===== config.mk =====
export PLATFORM = sky130hd
export DESIGN_NAME = bcd_opg_sched
export DESIGN_NICKNAME = d
export VERILOG_FILES = /design/src/rtl/bcd_opg_sched.sv
export SDC_FILE = /design/constraint.sdc
export NUM_CORES = 1
export LEC_CHECK = 0
export BUFFER_PORTS_ARGS = -buffer_cell sky130_fd_sc_hd__buf_2
export CORE_MARGIN = 4
export CORE_UTILIZATION = 52
export DETAILED_ROUTE_END_ITERATION = 16
export GPL_TIMING_DRIVEN = 1
export PLACE_DENSITY = 0.78
export SKIP_LAST_GASP = 1
export SLEW_MARGIN = 40
export SYNTH_ARGS = -nofsm -noshare
export SYNTH_HDL_FRONTEND = slang
export SYNTH_SLANG_ARGS = --single-unit

===== constraint.sdc =====
create_clock -name clock -period 2.12 [get_ports clock]
set_clock_uncertainty 0.1 [all_clocks]
set_input_delay 0 -clock clock [delete_from_list [all_inputs] [get_ports clock]]
set_output_delay 0 -clock clock [all_outputs]
set_load 0.01 [all_outputs]

===== src/rtl/bcd_opg_sched.sv =====
// Round-robin scheduler sharing one serial BCD odd-parity generator among N_REQ requesters.
// Digits are shifted MSB-first into the OPG; each result is returned with the requester ID and cross-checked locally.
module bcd_opg_sched #(
    parameter int N_REQ = 2,
    parameter int ID_W  = 1
) (
    input  logic               clock,
    input  logic               reset,
    input  logic [N_REQ-1:0]   req,
    input  logic [4*N_REQ-1:0] digit,
    output logic [N_REQ-1:0]   ack,
    output logic               opg_x,
    output logic               opg_rst_n,
    input  logic               opg_z,
    output logic               res_valid,
    output logic               res_parity,
    output logic [ID_W-1:0]    res_id,
    output logic               res_err,
    output logic               res_mismatch
);

    typedef enum logic [1:0] {
        S_IDLE,
        S_SHIFT,
        S_REJECT,
        S_DONE
    } state_t;

    state_t            state_q, state_d;
    logic [1:0]        k_q, k_d;
    logic [ID_W-1:0]   ptr_q, ptr_d;

    logic [3:0]        dig_p1, dig_d;
    logic [ID_W-1:0]   id_p1, id_d;

    logic [N_REQ-1:0]  ack_d;
    logic              opg_x_d, opg_rst_n_d;
    logic              res_valid_d, res_parity_d, res_err_d, res_mismatch_d;
    logic [ID_W-1:0]   res_id_d;

    logic [2*N_REQ-1:0] req_rot;
    logic               gnt_found;
    logic [ID_W-1:0]    gnt_off, gnt_idx;
    logic [ID_W:0]      gnt_sum, ptr_sum;
    logic [3:0]         gnt_digit;
    logic [N_REQ-1:0]   gnt_onehot;

    function automatic logic odd_parity(input logic [3:0] d);
        return ~^d;
    endfunction

    // Rotate requests so the pointer position lands at bit 0; the lowest set bit is the winner.
    assign req_rot = {req, req} >> ptr_q;

    always_comb begin
        gnt_found = 1'b0;
        gnt_off   = '0;
        for (int j = N_REQ - 1; j >= 0; j--) begin
            if (req_rot[j]) begin
                gnt_found = 1'b1;
                gnt_off   = ID_W'(j);
            end
        end
        gnt_sum = {1'b0, ptr_q} + {1'b0, gnt_off};
        if (gnt_sum >= (ID_W+1)'(N_REQ)) begin
            gnt_sum = gnt_sum - (ID_W+1)'(N_REQ);
        end
        gnt_idx = gnt_sum[ID_W-1:0];
    end

    always_comb begin
        gnt_digit  = 4'd0;
        gnt_onehot = '0;
        for (int j = 0; j < N_REQ; j++) begin
            if (gnt_idx == ID_W'(j)) begin
                gnt_digit     = digit[4*j +: 4];
                gnt_onehot[j] = 1'b1;
            end
        end
    end

    always_comb begin
        ptr_sum = {1'b0, id_p1} + (ID_W+1)'(1);
        if (ptr_sum >= (ID_W+1)'(N_REQ)) begin
            ptr_sum = '0;
        end
    end

    // Next-state and next-output logic; every output is registered below.
    always_comb begin
        state_d        = state_q;
        k_d            = k_q;
        ptr_d          = ptr_q;
        dig_d          = dig_p1;
        id_d           = id_p1;
        ack_d          = '0;
        opg_x_d        = 1'b0;
        opg_rst_n_d    = 1'b0;
        res_valid_d    = 1'b0;
        res_parity_d   = res_parity;
        res_id_d       = res_id;
        res_err_d      = res_err;
        res_mismatch_d = res_mismatch;

        case (state_q)
            S_IDLE: begin
                if (gnt_found) begin
                    ack_d = gnt_onehot;
                    dig_d = gnt_digit;
                    id_d  = gnt_idx;
                    if (gnt_digit > 4'd9) begin
                        state_d = S_REJECT;
                    end else begin
                        state_d     = S_SHIFT;
                        k_d         = 2'd0;
                        opg_rst_n_d = 1'b1;
                        opg_x_d     = gnt_digit[3];
                    end
                end
            end
            S_SHIFT: begin
                if (k_q == 2'd3) begin
                    // opg_z is Mealy: it already reflects the fourth bit driven this cycle.
                    state_d        = S_DONE;
                    res_valid_d    = 1'b1;
                    res_parity_d   = opg_z;
                    res_mismatch_d = (opg_z != odd_parity(dig_p1));
                    res_err_d      = 1'b0;
                    res_id_d       = id_p1;
                end else begin
                    k_d         = k_q + 2'd1;
                    opg_rst_n_d = 1'b1;
                    opg_x_d     = dig_p1[2'd2 - k_q];
                end
            end
            S_REJECT: begin
                state_d        = S_DONE;
                res_valid_d    = 1'b1;
                res_parity_d   = 1'b0;
                res_mismatch_d = 1'b0;
                res_err_d      = 1'b1;
                res_id_d       = id_p1;
            end
            S_DONE: begin
                state_d = S_IDLE;
                ptr_d   = ptr_sum[ID_W-1:0];
            end
            default: begin
                state_d = S_IDLE;
            end
        endcase
    end

    // Control and result registers.
    always_ff @(posedge clock) begin
        if (!reset) begin
            state_q      <= S_IDLE;
            k_q          <= 2'd0;
            ptr_q        <= '0;
            ack          <= '0;
            opg_x        <= 1'b0;
            opg_rst_n    <= 1'b0;
            res_valid    <= 1'b0;
            res_parity   <= 1'b0;
            res_id       <= '0;
            res_err      <= 1'b0;
            res_mismatch <= 1'b0;
        end else begin
            state_q      <= state_d;
            k_q          <= k_d;
            ptr_q        <= ptr_d;
            ack          <= ack_d;
            opg_x        <= opg_x_d;
            opg_rst_n    <= opg_rst_n_d;
            res_valid    <= res_valid_d;
            res_parity   <= res_parity_d;
            res_id       <= res_id_d;
            res_err      <= res_err_d;
            res_mismatch <= res_mismatch_d;
        end
    end

    // Latched digit and ID are only consumed after a grant, so they need no reset.
    always_ff @(posedge clock) begin
        dig_p1 <= dig_d;
        id_p1  <= id_d;
    end

endmodule


After elaboration in Yosys (flattened, before gate mapping):

Cells that the tools add are included.

* register bits: 19
* input bits: 13
* output and inout bits: 9
* logic and storage cells: 77

* $add $sub $neg: 5
* magnitude comparators: 4
* eq/ne operators: 9
* shift operators: 1
* multiplexer cells: 36
* reductions and logical operators: 9

Operators with widths (number)
* $mux W1: 19
* $pmux W1 S2: 7
* $mux W2: 6
* $ne A2 B2 Y1 const B: 4
* $pmux W2 S4: 1
* $eq A2 B2 Y1 const B: 3
* $reduce_and A2 Y1: 3
* $ge A2 B2 Y1 const B: 2
* $gt A4 B4 Y1 const B: 1
* $mux W4: 1
* $pmux W2 S2: 1
* $reduce_and A4 Y1: 1
* $reduce_bool A2 Y1: 2
* $reduce_xnor A4 Y1: 1
* $shr A4 B1 Y2: 1
* $lt A2 B3 Y1 const B: 1
* $reduce_and A3 Y1: 1
* $add A1 B1 Y2: 1
* $add A1 B1 Y2 const B: 1
* $add A2 B1 Y2 const B: 1
* $bmux W1 S2: 1
* $eq A2 B1 Y1 const B: 1
* $logic_not A2 Y1: 1
* $sub A2 B2 Y2 const A: 1
* 2 further kinds: 2

Logic depth before layout (Yosys ltp):

* word-level depth: 11
* mapped depth: 7
* depth with buffers taken out: 7

Least setup slack after synthesis:

OpenSTA, ideal clock, no wires.

* kind: reg2reg
* start point: register state_q[1]
* end point: register k_q[0]
* arrival: 1418 ps
* data required time: 1895 ps
* setup slack: 477 ps
* stages on the path, launching flop included: 8
* clock period less this slack: 1643 ps
* path through: dfxtp_1 -> inv_1 -> ha_1 -> inv_1 -> nor2_1 -> nand2b_1 -> o211a_1 -> o22ai_1

* longest elaborated chain between the ends: 3
* elaborated cells on any way between the ends: 8

RTL lines
* start: declaration: RTL line 29 `state_t state_q, state_d;`
* start signal: assignment: RTL line 169 `state_q <= state_d;`
* $eq A2 B1 Y1 / $logic_not A2 Y1 (equally long branches): RTL line 105 `case (state_q)`
* $ne A2 B2 Y1 (no line) / $reduce_bool A2 Y1 (equally long branches)
* $reduce_and A4 Y1 (no line)
* end signal: assignment: RTL line 170 `k_q <= k_d;`
* end: declaration: RTL line 30 `logic [1:0] k_q, k_d;`

Parallel ways exist; a longest one is shown, timed or not.
A chain may end at the register's enable or synchronous reset.

Worst setup path in the final report:

* start point: register ptr_q
* end point: register dig_p1[0], data pin

* longest elaborated chain between the ends: 7
* elaborated cells on any way between the ends: 8

RTL lines
* start: declaration: RTL line 31 `logic [ID_W-1:0] ptr_q, ptr_d;`
* start signal: assignment: RTL line 171 `ptr_q <= ptr_d;`
* $shr A4 B1 Y2: RTL line 53 `assign req_rot = {req, req} >> ptr_q;`
* $mux W1 (2 in series): RTL line 59 `if (req_rot[j]) begin`
* $add A1 B1 Y2 (*): RTL line 64 `gnt_sum = {1'b0, ptr_q} + {1'b0, gnt_off};`
* $ge A2 B2 Y1 / $sub A1 B1 Y1 (equally long branches): RTL line 65, 66
* $mux W1 (*): RTL line 65 `if (gnt_sum >= (ID_W+1)'(N_REQ)) begin`
* $mux W4 (*): RTL line 75 `if (gnt_idx == ID_W'(j)) begin`
* named net gnt_digit[0]: RTL line 45 `logic [3:0] gnt_digit;`
* end signal: assignment: RTL line 185 `dig_p1 <= dig_d;`
* end: declaration: RTL line 33 `logic [3:0] dig_p1, dig_d;`

The timed path passes the listed nets; every way through them passes the cells marked *.

==> run metrics <==
RSZ-0062 raised after global routing no; largest net degree at the start of global routing 17; fraction of final layout cells sized beyond drive strength 1 0.237; Place WS 0.431 ns; WL final 2.11 mm; tightest slew margin relative to the limit 0.713; final critical path time including I/O delays and setup 1.96 ns; clock transition at the registers of the reported paths 0.11 ns; #FFs+latches synth 19; Die Footprint 2720 µm²; total congestion overflow after global routing 0; total power consumption of the routed design 1.22 mW; capture point of the worst reg-to-reg path dig_p1[0]$_DFFE_PP_; number of standard cells in the final layout excluding fillers 160; y dimension of the die 52.2 µm; cell family with the largest share of critical-path delay buffers and inverters; average wire per cell in the routed design 13.2 µm; startpoint of the tightest hold check path digit[5]; library cell contributing the largest single delay on the critical path sky130_fd_sc_hd__dlygate4sd3_1; Final GP Congestion 0.815; Routed Antenna Nets 0; Layout Area Growth over Synthesis 20.4%; area taken by flip-flops and latches 432 µm²; total clock buffers created by CTS 3; die outline width 52.2 µm; number of placement rows 15; upper clock frequency limit 509 MHz; path category of the worst min-delay check input pin to flip-flop; DRC violation total after the first TritonRoute iteration 24; Vias/cell 5.33; Period Utilization, post-route 0.927; ys flop type sky130_fd_sc_hd__dfxtp_1; Mapped Avg Cell Area 9.58 µm²; initial antenna violation count 0; effective utilization at floorplan 0.570; Fill cells 146; source-to-sink clock delay at the later pin of the worst-skew pair 0.30 ns; number of diodes added for antenna fixing 0; Synth Net Count 124; total negative slack 0 ns; instance count after placement with tap cells included 152; count of endpoints failing setup in the final report 0; longest individual stage delay on the worst path 0.56 ns; placeable core region 1780 µm²; power density relative to cell area 994 nW/µm²; result of the run complete, no violations; Final Net Count 154; actual transition at the worst max-transition pin 0.431 ns; Crit. End Element flip-flop; Register-to-Register Setup Slack 0.16 ns; Setup crit start kind flip-flop; final hold violation count 0; multi-input logic area 544 µm²; share of synthesized area occupied by flip-flops and latches 0.424; max-cap violations 0; peak fanout along the critical path 6; Leakage Power 0.536 nW; reg-to-reg startpoint ptr_q$_SDFFE_PN0N_; Critical Setup Path Class flip-flop to flip-flop; I/O Buffers 21; HPWL after detailed placement 1.65 mm; Worst Reg2Reg Path Length in Cells 4; PnR worst setup slack 0.156 ns; Mapped Cells 106; library cell used as clock root buffer sky130_fd_sc_hd__clkbuf_4; maximum vdd ir drop 0.542 mV; Required @ worst endpoint 2.07 ns; share of async-settable or async-resettable flops after synthesis 0; number of buffers between clock root and the deepest sink 2; TritonCTS clock tree built; Remaining DRCs 0; Synth cell types 34; Buffers & Inverters on Critical Path 2; Critical Path, Cell by Cell inv_1 > a21boi_4 > mux2_2 > dlygate4sd3_1; H-tree depth reported by CTS 1; Worst EP arrival 1.92 ns; vias in the first global route 849; first-pass detailed-route iteration total 4; global-route wire length before repair 3.45 mm; Via Count 853; number of setup buffers added after CTS 0; global router's overall resource usage 0.176; count of clock tree sinks 19; Top Ports 22; warnings from Yosys 0; Hold Crit Endpoint dig_p1[1]$_DFFE_PP_; final number of max-transition violations 0; EDFF count, synth 5; Worst Hold Path Cells 4; total standard cell area after synthesis 1020 µm²
==> power breakdown <==
group	switching (mW)	internal [mW]	total [mW]	leakage, nW
Combinational	0.276	0.232	0.509	0.357
Clock	0.109	0.0734	0.183	0.0150
Sequential	0.0529	0.472	0.525	0.164
==> cells in the final DEF, fill, tap and decap left out, drive strengths merged <==
cell type,instances
o22ai,2
clkbuf,4
a2bb2oi,2
edfxtp,5
a21oi,6
a21boi,3
a221oi,1
and2,3
o211a,1
or3,1
o21ai,5
nor2b,5
xor2,1
a32o,1
a31oi,1
nand3,1
mux4,1
nand2b,7
dfxtp,14
inv,10
buf,22
nor3,1
mux2,1
a32oi,1
and3,1
nand2,8
o211ai,5
mux2i,2
ha,5
xnor2,3
a22oi,1
dlygate4sd3,4
nor2,7
==> through the flow <==
stage / hold slack (ns) / util / cell area (µm²)
5_1_grt: 0.0352 / 0.686 / 1220
4_1_cts: 0.0139 / 0.686 / 1220
2_1_floorplan: 0.0458 / - / 1020
6_report: 0.0242 / 0.686 / 1220
3_3_place_gp: 0.203 / 0.648 / 1160
3_5_place_dp: 0.220 / 0.648 / 1160
==> worst reg2reg max path: stages, from the launching register on <==
cell	delay (ns)
sky130_fd_sc_hd__dfxtp_2	0.39
sky130_fd_sc_hd__inv_1	0.09
sky130_fd_sc_hd__a21boi_4	0.22
sky130_fd_sc_hd__mux2_2	0.35
sky130_fd_sc_hd__dlygate4sd3_1	0.56
==> layout make-up <==
class,count,share of cell area
clock buffer,4,0.0215
tap,25,0.0256
multi-input combinational,76,0.445
sequential,19,0.353
timing repair buffer,26,0.125
inverter,10,0.0307
==> routing by layer <==
layer / part of all wire / track usage
met4: 0.024 / 0.102
met3: 0.048 / 0.0256
met2: 0.49 / 0.316
met5: 0 / 0
met1: 0.44 / 0.196
==> how the worst max path moves through the flow <==
stage                                       start                      end  slack [ns]  cells after the start
after floorplan           state_q[1]$_SDFFE_PN0P_      k_q[0]$_SDFFE_PN0P_        0.48                      7
final                          ptr_q$_SDFFE_PN0N_      dig_p1[0]$_DFFE_PP_        0.16                      4
after CTS                      ptr_q$_SDFFE_PN0N_      dig_p1[0]$_DFFE_PP_        0.08                      4
after global routing           ptr_q$_SDFFE_PN0N_      dig_p1[0]$_DFFE_PP_        0.09                      4
after global placement         ptr_q$_SDFFE_PN0N_  state_q[0]$_SDFFE_PN0P_        0.53                      5
after detailed placement       ptr_q$_SDFFE_PN0N_  state_q[0]$_SDFFE_PN0P_        0.43                      5
==> what timing repair did <==
| action | CTS | global route |
|---|---|---|
| hold buffers | 4 | 0 |
| endpoints found under the hold margin | 14 | 0 |
| setup endpoints to repair | 0 | 1 |
| gates resized for setup | 0 | 1 |
==> cells in the mapped netlist (3+ instances only) <==
cell type,number,area [µm²]
sky130_fd_sc_hd__nor2b_1,5,31.3
sky130_fd_sc_hd__a21oi_1,6,30.0
sky130_fd_sc_hd__and2_1,3,18.8
sky130_fd_sc_hd__nor2_1,7,26.3
sky130_fd_sc_hd__ha_1,5,62.6
sky130_fd_sc_hd__nand2b_1,6,37.5
sky130_fd_sc_hd__dfxtp_1,14,280
sky130_fd_sc_hd__edfxtp_1,5,150
sky130_fd_sc_hd__o21ai_0,4,20.0
sky130_fd_sc_hd__o211ai_1,5,37.5
sky130_fd_sc_hd__nand2_1,8,30.0
sky130_fd_sc_hd__inv_1,10,37.5
sky130_fd_sc_hd__xnor2_1,3,26.3
==> kinds of logic (layout without fill, tap and decap cells) <==
kind of cell | after synthesis | after routing | synth area share
AOI/OAI and AO/OA | 29 | 29 | 0.214
and+or+nand+nor | 34 | 34 | 0.172
muxes | 4 | 4 | 0.0530
adders and majority gates | 5 | 5 | 0.0616
DFF | 19 | 19 | 0.424
buffers and inverters | 11 | 40 | 0.0406
xor gates and xnor gates | 4 | 4 | 0.0345
==> flip-flops by register name (all words and copies together) (netlist names) <==
signal        count
res_parity        1
res_mismatch      1
dig_p1            4
res_err           1
res_valid         1
ptr_q             1
opg_x             1
res_id            1
id_p1             1
state_q           2
opg_rst_n         1
k_q               2
ack               2
No activity file was read; power rests on OpenSTA's default activity.
